## config.mk

```make
export PLATFORM = sky130hd
export DESIGN_NAME = cpu_decode_q_flat
export DESIGN_NICKNAME = d
export VERILOG_FILES = /design/src/rtl/cpu_decode_q_if.sv /design/src/rtl/cpu_decode_q.sv /design/src/flat_wrapper.sv
export SDC_FILE = /design/constraint.sdc
export NUM_CORES = 1
export LEC_CHECK = 0
export ABC_AREA = 0
export CAP_MARGIN = 20
export CORE_ASPECT_RATIO = 0.6
export CORE_MARGIN = 1.5
export CORE_UTILIZATION = 49
export DETAILED_ROUTE_END_ITERATION = 8
export GPL_ROUTABILITY_DRIVEN = 0
export PLACE_DENSITY = 0.84
export SLEW_MARGIN = 20
export SYNTH_ARGS = -nofsm -noshare
export SYNTH_HDL_FRONTEND = slang
export SYNTH_SLANG_ARGS = --single-unit
```

## constraint.sdc

```tcl
create_clock -name clk_i -period 4.51 [get_ports clk_i]
set_input_delay 0.902 -clock clk_i [delete_from_list [all_inputs] [get_ports clk_i]]
set_output_delay 0.902 -clock clk_i [all_outputs]
set_load 0.05 [all_outputs]
```

## src/rtl/cpu_decode_q_if.sv

```systemverilog
// Fetch-side and execute-side handshake bundle of the cpu_decode_q decode queue.
// illegal_o exists only when MOXIE_DECODE_ILLEGAL_TRAP_EN is defined.
interface cpu_decode_q_if #(
    parameter int unsigned DATA_W = 32,
    parameter int unsigned OP_W   = 6
);
    logic              valid_i;
    logic              ready_o;
    logic [15:0]       opcode_i;
    logic [DATA_W-1:0] operand_i;
    logic              valid_o;
    logic              ready_i;
    logic [OP_W-1:0]   op_o;
    logic [3:0]        riA_o;
    logic [3:0]        riB_o;
    logic              register_write_enable_o;
    logic [3:0]        register_write_index_o;
    logic [DATA_W-1:0] operand_o;
`ifdef MOXIE_DECODE_ILLEGAL_TRAP_EN
    logic              illegal_o;
`endif

    modport slave (
        input  valid_i, opcode_i, operand_i, ready_i,
        output ready_o, valid_o, op_o, riA_o, riB_o,
               register_write_enable_o, register_write_index_o, operand_o
`ifdef MOXIE_DECODE_ILLEGAL_TRAP_EN
             , illegal_o
`endif
    );

    modport master (
        output valid_i, opcode_i, operand_i, ready_i,
        input  ready_o, valid_o, op_o, riA_o, riB_o,
               register_write_enable_o, register_write_index_o, operand_o
`ifdef MOXIE_DECODE_ILLEGAL_TRAP_EN
             , illegal_o
`endif
    );
endinterface

```

## src/rtl/cpu_decode_q.sv

```systemverilog
// Moxie decode stage: decodes each accepted fetch beat and queues up to DEPTH entries for execute.
// Optional MOXIE_DECODE_ILLEGAL_TRAP_EN adds illegal_o and blocks intake after an OP_BAD until flush.
module cpu_decode_q #(
    parameter int unsigned DATA_W = 32,
    parameter int unsigned DEPTH  = 2,
    parameter int unsigned OP_W   = 6
) (
    input  logic                  clk_i,
    input  logic                  rst_ni,
    input  logic                  flush_i,
    cpu_decode_q_if.slave         bus,
    output logic [$clog2(DEPTH):0] count_o
);
    localparam int unsigned CNT_W = $clog2(DEPTH) + 1;
    localparam int unsigned PTR_W = (DEPTH > 1) ? $clog2(DEPTH) : 1;

    // Op codes: form-1 ops reuse their opcode byte; the unassigned gaps hold the rest.
    localparam logic [5:0] OP_BAD = 6'h0F;
    localparam logic [5:0] OP_INC = 6'h10;
    localparam logic [5:0] OP_DEC = 6'h11;
    localparam logic [5:0] OP_GSR = 6'h12;
    localparam logic [5:0] OP_SSR = 6'h13;

    typedef struct packed {
        logic [OP_W-1:0]   op;
        logic [3:0]        ria;
        logic [3:0]        rib;
        logic              wren;
        logic [DATA_W-1:0] imm;
    } entry_t;

    function automatic logic [5:0] branch_op(input logic [3:0] cond);
        case (cond)
            4'h0:    branch_op = 6'h14;  // BEQ
            4'h1:    branch_op = 6'h15;  // BNE
            4'h2:    branch_op = 6'h16;  // BLT
            4'h3:    branch_op = 6'h17;  // BGT
            4'h4:    branch_op = 6'h18;  // BLTU
            4'h5:    branch_op = 6'h3A;  // BGTU
            4'h6:    branch_op = 6'h3B;  // BGE
            4'h7:    branch_op = 6'h3C;  // BLE
            4'h8:    branch_op = 6'h3D;  // BGEU
            4'h9:    branch_op = 6'h3E;  // BLEU
            default: branch_op = OP_BAD;
        endcase
    endfunction

    function automatic entry_t decode(input logic [15:0] opc, input logic [DATA_W-1:0] opd);
        entry_t     e;
        logic [5:0] op6;
        op6    = OP_BAD;
        e.ria  = opc[7:4];
        e.rib  = opc[3:0];
        e.wren = 1'b0;
        e.imm  = '0;
        if (!opc[15]) begin
            if (!(opc[14] || (opc[13:8] >= 6'h3A) || ((opc[13:8] >= 6'h0F) && (opc[13:8] <= 6'h18)))) begin
                op6 = opc[13:8];
                case (opc[13:8])
                    6'h01, 6'h02, 6'h05, 6'h08, 6'h0A, 6'h0C, 6'h1B, 6'h1C, 6'h1D, 6'h20,
                    6'h21, 6'h22, 6'h26, 6'h27, 6'h28, 6'h29, 6'h2A, 6'h2B, 6'h2C, 6'h2D,
                    6'h2E, 6'h2F, 6'h31, 6'h32, 6'h33, 6'h34, 6'h36, 6'h38: e.wren = 1'b1;
                    default: ;
                endcase
                case (opc[13:8])
                    6'h01, 6'h03, 6'h08, 6'h09, 6'h0C, 6'h0D, 6'h1A, 6'h1B, 6'h1D, 6'h1F,
                    6'h20, 6'h22, 6'h24, 6'h36, 6'h37, 6'h38, 6'h39: e.imm = opd;
                    default: ;
                endcase
            end
        end else if (!opc[14]) begin
            // Form 2: INC/DEC immediate or GSR/SSR special-register number.
            e.ria = opc[11:8];
            e.imm = {{(DATA_W-8){1'b0}}, opc[7:0]};
            case (opc[13:12])
                2'b00:   begin op6 = OP_INC; e.wren = 1'b1; end
                2'b01:   begin op6 = OP_DEC; e.wren = 1'b1; end
                2'b10:   begin op6 = OP_GSR; e.wren = 1'b1; end
                default: op6 = OP_SSR;
            endcase
        end else begin
            // Form 3: halfword branch displacement, sign-extended to a byte offset.
            e.ria = opc[11:8];
            op6   = branch_op(opc[13:10]);
            if (op6 != OP_BAD) e.imm = {{(DATA_W-11){opc[9]}}, opc[9:0], 1'b0};
        end
        e.op = OP_W'(op6);
        return e;
    endfunction

    function automatic logic [PTR_W-1:0] ptr_inc(input logic [PTR_W-1:0] p);
        return (p == PTR_W'(DEPTH - 1)) ? '0 : p + PTR_W'(1);
    endfunction

    entry_t           mem_q [DEPTH];
    entry_t           head_q, head_d, new_e;
    logic [CNT_W-1:0] count_q, count_d, cnt_after_pop;
    logic [PTR_W-1:0] rd_q, rd_d, wr_q, wr_d;
    logic             valid_q, valid_d;
    logic             push, pop, ready_c;
`ifdef MOXIE_DECODE_ILLEGAL_TRAP_EN
    logic             trap_q, trap_d, illegal_q, illegal_d;
`endif

    // Queue control and next head selection; flush wins over push and pop.
    always_comb begin
        new_e         = decode(bus.opcode_i, bus.operand_i);
        pop           = valid_q & bus.ready_i;
        ready_c       = (count_q < CNT_W'(DEPTH)) | pop;
`ifdef MOXIE_DECODE_ILLEGAL_TRAP_EN
        ready_c       = ready_c & ~trap_q;
`endif
        push          = bus.valid_i & ready_c & ~flush_i;
        cnt_after_pop = count_q - CNT_W'(pop);
        count_d       = count_q;
        rd_d          = rd_q;
        wr_d          = wr_q;
        valid_d       = valid_q;
        head_d        = head_q;
`ifdef MOXIE_DECODE_ILLEGAL_TRAP_EN
        trap_d        = trap_q;
        illegal_d     = illegal_q;
`endif
        if (flush_i) begin
            count_d = '0;
            rd_d    = '0;
            wr_d    = '0;
            valid_d = 1'b0;
`ifdef MOXIE_DECODE_ILLEGAL_TRAP_EN
            trap_d  = 1'b0;
`endif
        end else begin
            count_d = cnt_after_pop + CNT_W'(push);
            if (pop)  rd_d = ptr_inc(rd_q);
            if (push) wr_d = ptr_inc(wr_q);
            valid_d = (count_d != '0);
            if (valid_d) head_d = (cnt_after_pop == '0) ? new_e : mem_q[rd_d];
`ifdef MOXIE_DECODE_ILLEGAL_TRAP_EN
            if (valid_d) illegal_d = (head_d.op == OP_W'(OP_BAD));
            if (push && (new_e.op == OP_W'(OP_BAD))) trap_d = 1'b1;
`endif
        end
    end

    always_ff @(posedge clk_i or negedge rst_ni) begin
        if (!rst_ni) begin
            count_q   <= '0;
            rd_q      <= '0;
            wr_q      <= '0;
            valid_q   <= 1'b0;
            head_q    <= '0;
`ifdef MOXIE_DECODE_ILLEGAL_TRAP_EN
            trap_q    <= 1'b0;
            illegal_q <= 1'b0;
`endif
        end else begin
            count_q   <= count_d;
            rd_q      <= rd_d;
            wr_q      <= wr_d;
            valid_q   <= valid_d;
            head_q    <= head_d;
`ifdef MOXIE_DECODE_ILLEGAL_TRAP_EN
            trap_q    <= trap_d;
            illegal_q <= illegal_d;
`endif
        end
    end

    // Entry storage needs no reset: a slot is only read after it has been written.
    always_ff @(posedge clk_i) begin
        if (push) mem_q[wr_q] <= new_e;
    end

    assign bus.ready_o                 = ready_c;
    assign bus.valid_o                 = valid_q;
    assign bus.op_o                    = head_q.op;
    assign bus.riA_o                   = head_q.ria;
    assign bus.riB_o                   = head_q.rib;
    assign bus.register_write_enable_o = head_q.wren;
    assign bus.register_write_index_o  = head_q.ria;
    assign bus.operand_o               = head_q.imm;
`ifdef MOXIE_DECODE_ILLEGAL_TRAP_EN
    assign bus.illegal_o               = illegal_q;
`endif
    assign count_o                     = count_q;
endmodule
```

## src/flat_wrapper.sv

```systemverilog
// flat-port wrapper written by rule: the top's interface ports become plain ports
module cpu_decode_q_flat 
#(
    parameter int unsigned DATA_W = 32,
    parameter int unsigned DEPTH  = 2,
    parameter int unsigned OP_W   = 6
)
  (clk_i, rst_ni, flush_i, count_o, bus_valid_i, bus_opcode_i, bus_operand_i, bus_ready_i, bus_ready_o, bus_valid_o, bus_op_o, bus_riA_o, bus_riB_o, bus_register_write_enable_o, bus_register_write_index_o, bus_operand_o);
  cpu_decode_q_if #(.DATA_W(DATA_W), .OP_W(OP_W)) bus_i ();
  input  logic clk_i;
  input  logic rst_ni;
  input  logic flush_i;
  output logic [$clog2(DEPTH):0] count_o;
  input wire logic [$bits(bus_i.valid_i)-1:0] bus_valid_i;
  input wire logic [$bits(bus_i.opcode_i)-1:0] bus_opcode_i;
  input wire logic [$bits(bus_i.operand_i)-1:0] bus_operand_i;
  input wire logic [$bits(bus_i.ready_i)-1:0] bus_ready_i;
  output wire logic [$bits(bus_i.ready_o)-1:0] bus_ready_o;
  output wire logic [$bits(bus_i.valid_o)-1:0] bus_valid_o;
  output wire logic [$bits(bus_i.op_o)-1:0] bus_op_o;
  output wire logic [$bits(bus_i.riA_o)-1:0] bus_riA_o;
  output wire logic [$bits(bus_i.riB_o)-1:0] bus_riB_o;
  output wire logic [$bits(bus_i.register_write_enable_o)-1:0] bus_register_write_enable_o;
  output wire logic [$bits(bus_i.register_write_index_o)-1:0] bus_register_write_index_o;
  output wire logic [$bits(bus_i.operand_o)-1:0] bus_operand_o;
  assign bus_i.valid_i = bus_valid_i;
  assign bus_i.opcode_i = bus_opcode_i;
  assign bus_i.operand_i = bus_operand_i;
  assign bus_i.ready_i = bus_ready_i;
  assign bus_ready_o = bus_i.ready_o;
  assign bus_valid_o = bus_i.valid_o;
  assign bus_op_o = bus_i.op_o;
  assign bus_riA_o = bus_i.riA_o;
  assign bus_riB_o = bus_i.riB_o;
  assign bus_register_write_enable_o = bus_i.register_write_enable_o;
  assign bus_register_write_index_o = bus_i.register_write_index_o;
  assign bus_operand_o = bus_i.operand_o;
  cpu_decode_q #(.DATA_W(DATA_W), .DEPTH(DEPTH), .OP_W(OP_W)) u_core (.clk_i(clk_i), .rst_ni(rst_ni), .flush_i(flush_i), .bus(bus_i), .count_o(count_o));
endmodule
```

Word level (Yosys, flattened, before mapping)
Memories as Yosys holds them, arrays and structs flattened.
Cells that the tools add are included.
Word-level totals
  bits in latches: 0
  bits in writable memories: 94
  memory bits (read-only): 96
  input port bits: 53
  word-level logic and storage cells: 101
  memories: 2
  output and inout port bits: 55
  register bits after elaboration: 52
Operators by class
  $lt $le $gt $ge: 4
  bitwise operators: 5
  multiply operators: 0
  muxes and demuxes: 27
  equal/unequal tests: 39
  shift-type cells: 0
  $add $sub $neg: 4
  reduce and logical (&&, ||, !) cells: 11
  div/mod/pow operators: 0
Memory list
  (no name shown): words 16, width 6, read ports 1, clocked after memory_dff 0, write ports 0, RTL line cpu_decode_q.sv:33  | case (cond)
  u_core.mem_q: words 2, width 47, read ports 1, clocked after memory_dff 0, write ports 1, RTL line cpu_decode_q.sv:95  | entry_t mem_q [DEPTH];
Operator list (number)
  $eq A6 B6 Y1 const B: 22
  $mux W32: 3
  $mux W33: 2
  $mux W47: 1
  $eq A6 B4 Y1 const B: 5
  $eq A6 B5 Y1 const B: 5
  $mux W6: 5
  $reduce_or A28 Y1: 1
  $reduce_or A17 Y1: 1
  $mux W1: 13
  $eq A6 B2 Y1 const B: 2
  $eq A6 B1 Y1 const B: 1
  $eq A6 B3 Y1 const B: 1
  $ge A6 B4 Y1 const B: 1
  $ge A6 B6 Y1 const B: 1
  $le A6 B5 Y1 const B: 1
  $ne A6 B4 Y1 const B: 1
  $pmux W2 S3: 1
  $logic_not A2 Y1: 2
  $mux W4: 1
  $reduce_bool A2 Y1: 2
  $and A1 B1 Y1: 3
  $reduce_or A3 Y1: 1
  $add A1 B1 Y1 const B: 2
  11 further kinds: 12

Longest topological paths before layout
An unclocked memory read counts as a cell.
  depth in word-level cells: 8
  mapped depth: 12
  depth with buffers taken out: 11

Worst setup path after synthesis
OpenSTA, ideal clock, no wires.
  kind: input to register
  start point: in bus_ready_i
  end point: mem u_core.mem_q[0][0] (netlist bit), enable pin
  library setup time: 0.510 ns
  arrival: 4.814 ns
  cell stages on the path: 4
  slack: -0.814 ns
  required time: 4.000 ns
  buffers on the path: 0
  path through: nand2_1 -> nand2_1 -> nand2_1 -> nor3_1
Between the ends
  cells in the longest elaborated chain, start to end: 6
RTL lines
  from (decl): RTL line flat_wrapper.sv:17  | input wire logic [$bits(bus_i.ready_i)-1:0] bus_ready_i;
  $and A1 B1 Y1: RTL line cpu_decode_q.sv:108  | pop = valid_q & bus.ready_i;
  $or A1 B1 Y1: RTL line cpu_decode_q.sv:109  | ready_c = (count_q < CNT_W'(DEPTH)) | pop;
  via bus_ready_o: RTL line flat_wrapper.sv:18  | output wire logic [$bits(bus_i.ready_o)-1:0] bus_ready_o;
  $and A1 B1 Y1 (2 in a row): RTL line cpu_decode_q.sv:113  | push = bus.valid_i & ready_c & ~flush_i;
  $mux W1: RTL line cpu_decode_q.sv:171  | if (push) mem_q[wr_q] <= new_e;
  $mux W1 (not written as such): RTL line cpu_decode_q.sv:171
  to (decl): RTL line cpu_decode_q.sv:95
The timed path passes the listed nets, and every way through them passes these cells.

Worst setup path after layout
  start point: in bus_opcode_i[10]
  end point: reg u_core.head_q (netlist bit u_core.bus.operand_o[29])
Between the ends
  cells in the longest elaborated chain, start to end: 8
  elaborated cells between the ends (all ways): 34
  those cells by class: order compare: 3; eq/ne: 18; mux: 8; reduce/logical: 4; memory: 1
RTL lines
  from (decl): RTL line flat_wrapper.sv:15  | input wire logic [$bits(bus_i.opcode_i)-1:0] bus_opcode_i;
  $mem_v2 Z16 W6
  $mux W6: RTL line cpu_decode_q.sv:71  | end else if (!opc[14]) begin
  $mux W6: RTL line cpu_decode_q.sv:56  | if (!opc[15]) begin
  $ne A6 B4 Y1: RTL line cpu_decode_q.sv:85  | if (op6 != OP_BAD) e.imm = {{(DATA_W-11){opc[9]}}, opc[9:0], 1'b0};
  $mux W32: RTL line cpu_decode_q.sv:85
  $mux W32: RTL line cpu_decode_q.sv:71
  $mux W33 (*): RTL line cpu_decode_q.sv:56
  $mux W47 (*): RTL line cpu_decode_q.sv:137  | if (valid_d) head_d = (cnt_after_pop == '0) ? new_e : mem_q[rd_d];
  to (signal assigned): RTL line cpu_decode_q.sv:151  | head_q <= '0;
  to (signal assigned): RTL line cpu_decode_q.sv:161  | head_q <= head_d;
  to (decl): RTL line cpu_decode_q.sv:96  | entry_t head_q, head_d, new_e;
Mark *: on every way between the ends. The rest lies on a longest branch, timed or not. The select of a mux whose other input is x is not followed.
A chain may end at the register's enable or synchronous reset.

==> results.md <==
Die:
- From left edge to right edge, the die measures approximately 160 um.
- The initial cell density of the core is 50.6%.
- After floorplanning, the core was divided into 33 placement rows.
- The floorplan step defined a die boundary enclosing roughly 15000 um2.
- The region available for standard cell placement spans roughly 14000 um2.
- The number of top-level pins is 108.
- From bottom edge to top edge, the die measures about 95 um.

GRT:
- The leftover overflow at the end of global routing is 0.
- Entering global routing, the biggest net connects 53 pins.
- The first global-routing pass estimated ~30000 um of wire.
- The initial antenna violation count is 0.
- The via count of the first global-routing pass is 5631.
- The global-route total usage across every layer is 27.4%.

Clock network:
- The count of hold buffers inserted by post-cts repair is 0.
- In this run the deepest clock path goes through 2 buffers.
- In this run, post-CTS repair resized a total of 0 instances.
- For this design, the sink count on the clock tree is approximately 150.
- Clock-pin slew was measured on the worst setup and hold paths at 0.06 ns.
- The TritonCTS clock tree is done.
- The clock insertion delay at the later pin of the skew report is 0.43 ns.
- The root buffer cell chosen for the clock tree is clkbuf_16.
- The number of post-CTS setup repair buffers is 0.
- TritonCTS created 17 clock buffers.
- The number of levels the H-tree was split into is 4.

Layout:
- In the layout the commonest cells are nand2_1, clkdlybuf4s50_1, edfxtp_1, nor2_1, dfrtp_1.
- The share of post-route cells with drive strength above 1 is 9.84%.
- The layout overhead on the synthesized area is 27.4%.
- At the end of the flow, the number of nets in the layout was 780.
- The number of antenna repair diodes is 0.
- The most common cell after layout, fill and taps aside is nand2_1.

Logic synthesis:
- Synthesis inferred 146 register bits.
- The number of enable-type register cells in the synthesized netlist is 94.
- The synthesized netlist devotes 0.951% of its cell area to XOR and XNOR gates.
- The share of synthesized flip-flops with an asynchronous set or reset is 35.6%.
- The compound-gate portion of the synthesized area is 17.0%.
- When the netlist entered floorplanning its net count stood at 692.
- In the synthesized netlist the dominant register cell turns out to be edfxtp_1.
- After Yosys synthesis, and, or, nand and nor cells account for ~16% of the synthesized area.
- The area fraction of the dominant cell type after synthesis is 40.5%.
- In the post-synthesis netlist, the biggest area contributors are edfxtp_1, dfrtp_1, nand2_1.
- The mean cell area of the mapped netlist is around 11 um2.
- After synthesis, flip-flops and latches occupy 59.1% of the total area.
- Yosys printed 0 warnings.
- After Yosys synthesis, full adders, half adders and majority gates account for 1.44% of the synthesized area.
- The mux contribution to synthesized area is under 10%.
- The cell area after technology mapping is 6970 um2.
- After synthesis, the largest family of logic cells by area is compound AO/OA/AOI/OAI gates.
- The synthesized netlist cell count is 631.
- Yosys mapped the design onto 55 distinct sky130hd cell types.
- The post-synthesis cell type with the largest combined area is edfxtp_1.

Timing:
- The number of pins exceeding their max-slew limit in the final report is 0.
- The total negative slack is 0 ns.
- Setup violations remaining at the end of the flow were counted as 0.
- The normalized max-slew margin is 45.6%.
- The worst path needs 3.70 ns of the cycle, external delays included.
- The worst clock skew on the final layout is ~0.0090 ns.
- The maximum clock frequency is 271 MHz.
- Setup repair after global routing left no endpoint under its margin.
- The final cycle utilization of the critical path is 82.0%.
- The final count of hold timing violations is 0.
- The transition time at the pin with the least slew margin is 0.813 ns.

Pwr:
- The final total power is approximately 6600 uW.
- The leakage power total is roughly 0.0037 uW.
- IR analysis of the VDD net gives a maximum drop of 385 uV.
- The power density over cell area is 745 nW/um2.

Critical path:
- The slowest cell on the critical path is clkdlybuf4s50_1.
- The worst path required time is ~4.8 ns.
- Traced cell by cell, the critical path runs through clkdlybuf4s50_1, inv_1, ha_1, a21oi_1, o21bai_1, nor4_4, buf_4, o211ai_1, a221oi_1.
- The highest fanout seen on the critical path is 37.
- STA classifies the critical path startpoint as an input port.
- The data arrival time of the critical path is 4.00 ns.
- The critical path endpoint category is a flop.
- The delay contributed by the slowest stage of the critical path is 0.62 ns.
- The critical path class is input port to flop.

Routing:
- The final layout contains routed wiring with a total length of 19700 um.
- The number of antenna-violating nets in the routed design is 0.
- After detailed routing, the average wire length per cell comes to 21.3 um.
- The detailed-routing iteration count for the pre-antenna-repair pass is 7.
- The first routing iteration left 848 violations.
- The number of remaining DRC errors is 0.
- The mean number of vias per cell is 6.36.
- Across all layers, the routed design uses 5876 vias.

Placement:
- The half-perimeter wire length after detailed placement is approximately 12000 um.
- The port buffer count is 107.

Run status:
- The run finished with clean final reports.

Flow run:
- Across the run, the number of max-cap violations was 0.

Hold path:
- The tightest min-delay check is of the flop to flop type.
state kept, by name, summed over array words and instances (netlist names):
signal / count
u_core.bus.op_o: 6
u_core.bus.operand_o: 32
u_core.bus.register_write_enable_o: 1
u_core.bus.register_write_index_o: 4
u_core.bus.riB_o: 4
u_core.bus.valid_o: 1
u_core.count_o: 2
u_core.mem_q: 94
u_core.rd_q: 1
u_core.wr_q: 1
metrics by stage:
step	worst slack, ns	instances	hold slack (ns)	cell area [um2]	util [%]
final	0.813	924	0.493	8880	64.4
after global routing	0.707	924	0.513	8880	64.4
after detailed placement	0.532	892	0.481	8240	59.7
after floorplan	0.617	631	0.537	6980	-
after CTS	0.901	924	0.494	8880	64.4
after global placement	0.737	892	0.465	8240	59.7
cell families after synthesis:
family,after synthesis
muxes,11
adders and majority gates,8
xor gates and xnor gates,6
AOI/OAI and AO/OA,148
DFF,146
and+or+nand+nor,244
buffers and inverters,68
per-layer routing:
metal | part of all wire (%) | global-route usage [%] | vias up | wire length, um
li1 | - | - | 2525 | -
met1 | 41 | 38.4 | 2879 | 8140
met2 | 45 | 40.4 | 422 | 8760
met3 | 11 | 7.95 | 50 | 2260
met4 | 2.7 | 11.0 | 0 | 530
met5 | 0 | 0 | - | 0
final cells by class:
cell class              instances  area (um2)
clock inverters                14         204
well taps                     192         240
clock buffers                  18         439
fillers                      1032        4910
repair buffers                126        1230
inverters                      11        41.3
flip-flops and latches        146        4120
multi-input cells             417        2600
report_power, final:
part	total (uW)	internal [uW]	switching [uW]
clock network	1520	949	575
registers	1970	1780	196
logic	3120	1070	2050
cells in the mapped netlist, types with 3 or more instances:
| cell | number |
|---|---|
| and2_1 | 8 |
| and3_1 | 25 |
| a221oi_1 | 23 |
| buf_4 | 4 |
| ha_1 | 8 |
| edfxtp_1 | 94 |
| a21oi_1 | 11 |
| inv_1 | 10 |
| a311oi_1 | 8 |
| dfrtp_1 | 52 |
| xor2_1 | 3 |
| a221o_1 | 5 |
| a31o_2 | 6 |
| a41o_1 | 17 |
| nor2_1 | 58 |
| o22ai_1 | 4 |
| o21ai_0 | 5 |
| nor3b_1 | 3 |
| nand2b_1 | 4 |
| a31oi_1 | 6 |
| nand2_1 | 123 |
| clkbuf_1 | 37 |
| a22oi_1 | 3 |
| mux2i_1 | 6 |
| nor3_1 | 6 |
| a21o_1 | 10 |
| nand3_1 | 6 |
| mux2_2 | 5 |
| buf_2 | 15 |
| o211ai_1 | 33 |
critical path, delay by kind of cell:
| kind | cells | cell delay (ns) |
|---|---|---|
| buffers and inverters | 3 | 1.29 |
| adder cells (fa/ha/maj) | 1 | 0.34 |
| AND/OR/NAND/NOR | 1 | 0.54 |
| AO/OA/AOI/OAI | 4 | 0.92 |
path summary, 6_finish.rpt:
path | start | endpoint | slack, ns | depth (start not counted)
max in group asynchronous | rst_ni | u_core.bus.operand_o[4] | 3.39 | 2
min reg2reg | u_core.bus.riB_o[0] | u_core.bus.riB_o[0] | 0.49 | 1
max reg2reg | u_core.bus.valid_o | u_core.bus.operand_o[29] | 1.48 | 12
min in group asynchronous | rst_ni | u_core.bus.register_write_index_o[1] | 0.63 | 2
max | bus_opcode_i[10] | u_core.bus.operand_o[29] | 0.81 | 9
min | u_core.bus.riB_o[0] | u_core.bus.riB_o[0] | 0.49 | 1
Note: power is estimated with default switching activity, not from simulation.
